`config.mk`:
```
export PLATFORM = sky130hd
export DESIGN_NAME = stack_port_ctrl
export DESIGN_NICKNAME = d
export VERILOG_FILES = /design/src/rtl/stack_port_ctrl.sv
export SDC_FILE = /design/constraint.sdc
export NUM_CORES = 1
export LEC_CHECK = 0
export CORE_UTILIZATION = 43
export DETAILED_ROUTE_END_ITERATION = 8
export PLACE_DENSITY = 0.77
export SLEW_MARGIN = 30
export SYNTH_ARGS = -nofsm -noshare
export SYNTH_HDL_FRONTEND = slang
export SYNTH_SLANG_ARGS = --single-unit
```
`constraint.sdc`:
```
create_clock -name Clk -period 2.95 [get_ports Clk]
set_clock_uncertainty 0.15 [all_clocks]
set_input_delay 0.59 -clock Clk [delete_from_list [all_inputs] [get_ports Clk]]
set_output_delay 0.59 -clock Clk [all_outputs]
set_load 0.01 [all_outputs]
```
`src/rtl/stack_port_ctrl.sv`:
```
// stack_port_ctrl: sequences load/store/push/pop requests onto a byte-addressed memory with a downward-growing stack
module stack_port_ctrl #(
   parameter logic [15:0] STACK_TOP   = 16'd62,
   parameter logic [15:0] STACK_LIMIT = 16'd32
) (
   input  logic        Clk,
   input  logic        Rst_n,
   input  logic        Req,
   input  logic [1:0]  Op,
   input  logic [15:0] ReqAddr,
   input  logic [15:0] WrData,
   output logic        Ack,
   output logic        Err,
   output logic [15:0] RdData,
   output logic        Busy,
   output logic        Full,
   output logic        Empty,
   output logic        MemRW,
   output logic        PushControl,
   output logic        PopControl,
   output logic [15:0] CurrentSP,
   output logic [15:0] Addr,
   output logic [15:0] DataIn,
   input  logic [15:0] DataOut
);
   typedef enum logic [1:0] {IDLE, ACCESS, DONE} state_t;
   localparam logic [1:0] OP_LOAD = 2'b00, OP_STORE = 2'b01, OP_PUSH = 2'b10, OP_POP = 2'b11;
   state_t state, state_n;
   logic [15:0] sp;
   logic [1:0]  op_q;
   logic        accept, illegal;
   assign Full      = sp < STACK_LIMIT;
   assign Empty     = sp == STACK_TOP;
   assign Busy      = state != IDLE;
   assign Ack       = state == DONE;
   assign CurrentSP = sp;
   assign accept    = state == IDLE && Req;
   assign illegal   = (Op == OP_PUSH && Full) || (Op == OP_POP && Empty);
   always_ff @(posedge Clk or negedge Rst_n)
      if (!Rst_n) state <= IDLE;
      else state <= state_n;
   always_comb begin
      state_n = accept ? (illegal ? DONE : ACCESS) : (state == ACCESS) ? DONE : IDLE;
   end
   // request fields are folded into the memory-side registers at acceptance, so later input changes cannot leak in
   always_ff @(posedge Clk or negedge Rst_n) begin
      if (!Rst_n) begin
         sp          <= STACK_TOP;
         op_q        <= OP_LOAD;
         Err         <= 1'b0;
         RdData      <= '0;
         MemRW       <= 1'b0;
         PushControl <= 1'b0;
         PopControl  <= 1'b0;
         Addr        <= '0;
         DataIn      <= '0;
      end else begin
         if (accept) begin
            op_q <= Op;
            Err  <= illegal;
            if (!illegal) begin
               MemRW       <= Op == OP_STORE || Op == OP_PUSH;
               PushControl <= Op == OP_PUSH;
               PopControl  <= Op == OP_POP;
               Addr        <= (Op == OP_PUSH) ? WrData : ReqAddr;
               DataIn      <= (Op == OP_STORE) ? WrData : DataIn;
            end
         end
         if (state == ACCESS) begin
            MemRW       <= 1'b0;
            PushControl <= 1'b0;
            PopControl  <= 1'b0;
            RdData      <= (op_q == OP_LOAD) ? DataOut : (op_q == OP_POP) ? {DataOut[7:0], DataOut[15:8]} : RdData;
            sp          <= (op_q == OP_PUSH) ? sp - 16'd2 : (op_q == OP_POP) ? sp + 16'd2 : sp;
         end
      end
   end
endmodule

```
==> out/qor.txt <==
CTS Buffer Depth = 2
cell taking the most area after synthesis = dfrtp_1
die height = 99.6 microns
Synth Cell Area = 0.00410 sq mm
count of final setup violators = 0
crit-path max FO = 20
die footprint = 0.00992 sq mm
Clock Latency Late Sink = 0.35 ns
routed via count = 3,633
root buf cell = clkbuf_8
post-layout instance area = 0.00573 sq mm
Data required, critical path = 2.21 ns
io pins = 125
Mean Syn Cell Area = 9.66 sq um
Slew HR = 0.384
DRC = 0
CP Data Arrival Time = 2.02 ns
largest net degree at the start of global routing = 72
Setup TNS Final = 0 ns
Synth Net Count = 485
CP max stage cell = dfstp_2
initial core utilization = 0.443
Cells after Synth = 424
Core ar. = 0.00924 sq mm
Warnings, synthesis = 0
Pre-antenna DRT Iters = 4
Site Rows = 35
Seq cells post-synth = 71
status = finished, final reports clean
Routed Antenna Nets = 0
Hold Vio Cnt, Final = 0
via-per-instance ratio = 5.31
first-pass GRT wire length = 17,400 microns
PD cells = 998 mW/mm^2
ys flop type = dfrtp_1
count of cell types in the netlist = 66
CTS H-tree depth = 3
crit path kind = register to output port
GR Overflow Total = 0
total global-route track usage = 0.224
DRT iter0 DRCs = 237
asr flop ratio synth = 1.00
DP HPWL = 7610 microns
Critical Path, Cell by Cell = nand3_1, nor2_1, clkdlybuf4s50_1
vias in the first global route = 3,522
Post-synth EDFFs = 0
worst-margin pin slew = 0.924 ns
final layout net count = 611
Antenna Cells = 0
Chip Width = 99.6 microns
layout cells sized above 1 = 0.148
clock slew at reported path FFs = 0.08 ns
CP peak stage delay = 0.79 ns
Final Non-Filler Cells = 684
Port Buffers = 123
Peak VDD IR = 0.000566 V
fin util = 0.620
Final min period = 2.76 ns
RSZ-0062 raised after global routing = false
share of Yosys cell area claimed by the top area cell type = 0.403
HP Class = input port to asynchronous set/reset pin
FMAX = 0.362 GHz
dpl cells = 662
Final Cycle Share = 0.936
CTS Buf Count = 9
Crit. End Element = output port
Seq/Total Area, Yosys = 0.435
startpoint types = register
R2R setup slack = 0.33 ns
leak pwr = 2.39 nW
Final Power = 5.72 mW
final wirelength = 10,800 microns
Area Growth Syn to Fin = 39.8%
CTS tree = done
DP Area = 0.00545 sq mm
initial antenna violation count = 0
DR WL/cell = 15.8 microns
Synth area leaders = dfrtp_1 40%, mux2i_1 9.0%, mux2_2 4.9%
max-cap violation count = 0
Final Max Slew Viols = 0
GP Congestion = 0.943
Num Clock Sinks = 71
[cell usage after synthesis, types with 2 or more instances]
| master | n |
|---|---|
| xor2_1 | 6 |
| xnor2_1 | 10 |
| a21o_1 | 4 |
| o31a_1 | 2 |
| or3b_1 | 2 |
| nand4b_1 | 2 |
| nand3_1 | 10 |
| clkbuf_1 | 14 |
| nor4_1 | 2 |
| a21oi_1 | 32 |
| nor3_1 | 5 |
| mux2_2 | 18 |
| o21ai_0 | 39 |
| mux2i_1 | 37 |
| or2_2 | 2 |
| buf_6 | 5 |
| nand3b_1 | 2 |
| o311ai_1 | 2 |
| nand2b_1 | 3 |
| a31o_2 | 2 |
| buf_1 | 3 |
| nand2_1 | 39 |
| nand4_1 | 3 |
| inv_1 | 9 |
| dfstp_2 | 5 |
| a211o_1 | 2 |
| nor2b_1 | 3 |
| ha_1 | 8 |
| a311oi_1 | 2 |
| and3_1 | 2 |
| nor2_1 | 37 |
| o32ai_1 | 2 |
| buf_2 | 10 |
| dfrtp_1 | 66 |
| o22ai_1 | 3 |
[per-stage QoR]
stage	hold slack, ns	worst slack, ns
2_1_floorplan	0.144	0.0299
3_3_place_gp	0.291	0.302
3_5_place_dp	0.297	0.214
4_1_cts	0.246	0.110
5_1_grt	0.137	0.0186
6_report	0.0752	0.189
[power breakdown]
| part | total [mW] | internal [mW] | switching [mW] |
|---|---|---|---|
| clock | 0.870 | 0.478 | 0.392 |
| sequential | 1.83 | 1.46 | 0.375 |
| combinational | 3.01 | 1.59 | 1.43 |
| total | 5.72 | 3.52 | 2.20 |
[worst max-delay path, delay by kind of cell, from the launching register on]
kind	cells	cell delay [ns]
flops	1	0.79
buf+inv	1	0.54
simple gates	2	0.34
[cell families (layout without fill, tap and decap cells)]
family | Yosys count | in the layout | share of synthesized area
AND/OR/NAND/NOR | 122 | 122 | 0.146
AO/OA/AOI/OAI | 105 | 105 | 0.161
flip-flops | 71 | 71 | 0.435
multiplexers | 55 | 55 | 0.140
buffers and inverters | 46 | 177 | 0.0583
XOR/XNOR | 16 | 16 | 0.0342
adder cells (fa/ha/maj) | 8 | 8 | 0.0244
other | 1 | 1 | 0.000915
[layout make-up]
class                           instances  area, sq um
Inverter                               11         41.3
Multi-Input combinational cell        307         2090
Tap cell                              129          161
Timing Repair Buffer                  150         1440
Fill cell                             767         3510
Clock buffer                            9          124
Clock inverter                          7         95.1
Sequential cell                        71         1780
[per-layer routing]
layer,GRT usage,up-vias,part of all wire
li1,-,1746,-
met1,0.286,1734,0.42
met2,0.364,142,0.49
met3,0.0710,11,0.078
met4,0.0656,0,0.013
met5,0,-,0
[state kept, by name (all words and copies together) (netlist names), 2 cells and up]
signal and cells:
Addr 16, CurrentSP 15, DataIn 16, RdData 16
op_q 2, state 2
[path summary, 6_finish.rpt]
kind                       depth (start not counted)                      from                         to
max in group asynchronous                          1                     Rst_n     RdData[14]$_DFFE_PN0P_
setup reg to reg                                   8       op_q[0]$_DFFE_PN0P_  CurrentSP[12]$_DFFE_PN0P_
min in group Clk                                   2       Addr[9]$_DFFE_PN0P_        Addr[9]$_DFFE_PN0P_
setup / recovery                                   3  CurrentSP[5]$_DFFE_PN1P_                      Empty
hold / removal                                     1                     Rst_n   CurrentSP[8]$_DFFE_PN0P_
hold reg to reg                                    2       Addr[9]$_DFFE_PN0P_        Addr[9]$_DFFE_PN0P_
[timing repair]
action / 4_1_cts / 5_1_grt
endpoints found under the setup margin: 1 / 3
pin swaps: 0 / 1
gates resized for setup: 1 / 1
hold buffers: 0 / 0
setup buffers: 0 / 6
[placed cells by master (no fill, tap or decap), types with 4 or more instances in the layout]
| cell type | n |
|---|---|
| mux2i_1 | 37 |
| a21o_1 | 4 |
| dfstp_2 | 5 |
| nand2_1 | 39 |
| clkbuf_8 | 9 |
| a21oi_1 | 32 |
| inv_1 | 9 |
| clkdlybuf4s50_1 | 122 |
| mux2_2 | 18 |
| o21ai_0 | 39 |
| ha_1 | 7 |
| xnor2_1 | 10 |
| dfrtp_1 | 66 |
| nand3_1 | 10 |
| xor2_1 | 6 |
| nor3_1 | 5 |
| nor2_1 | 36 |
| buf_4 | 27 |
Power figures use the tool's default switching activity.
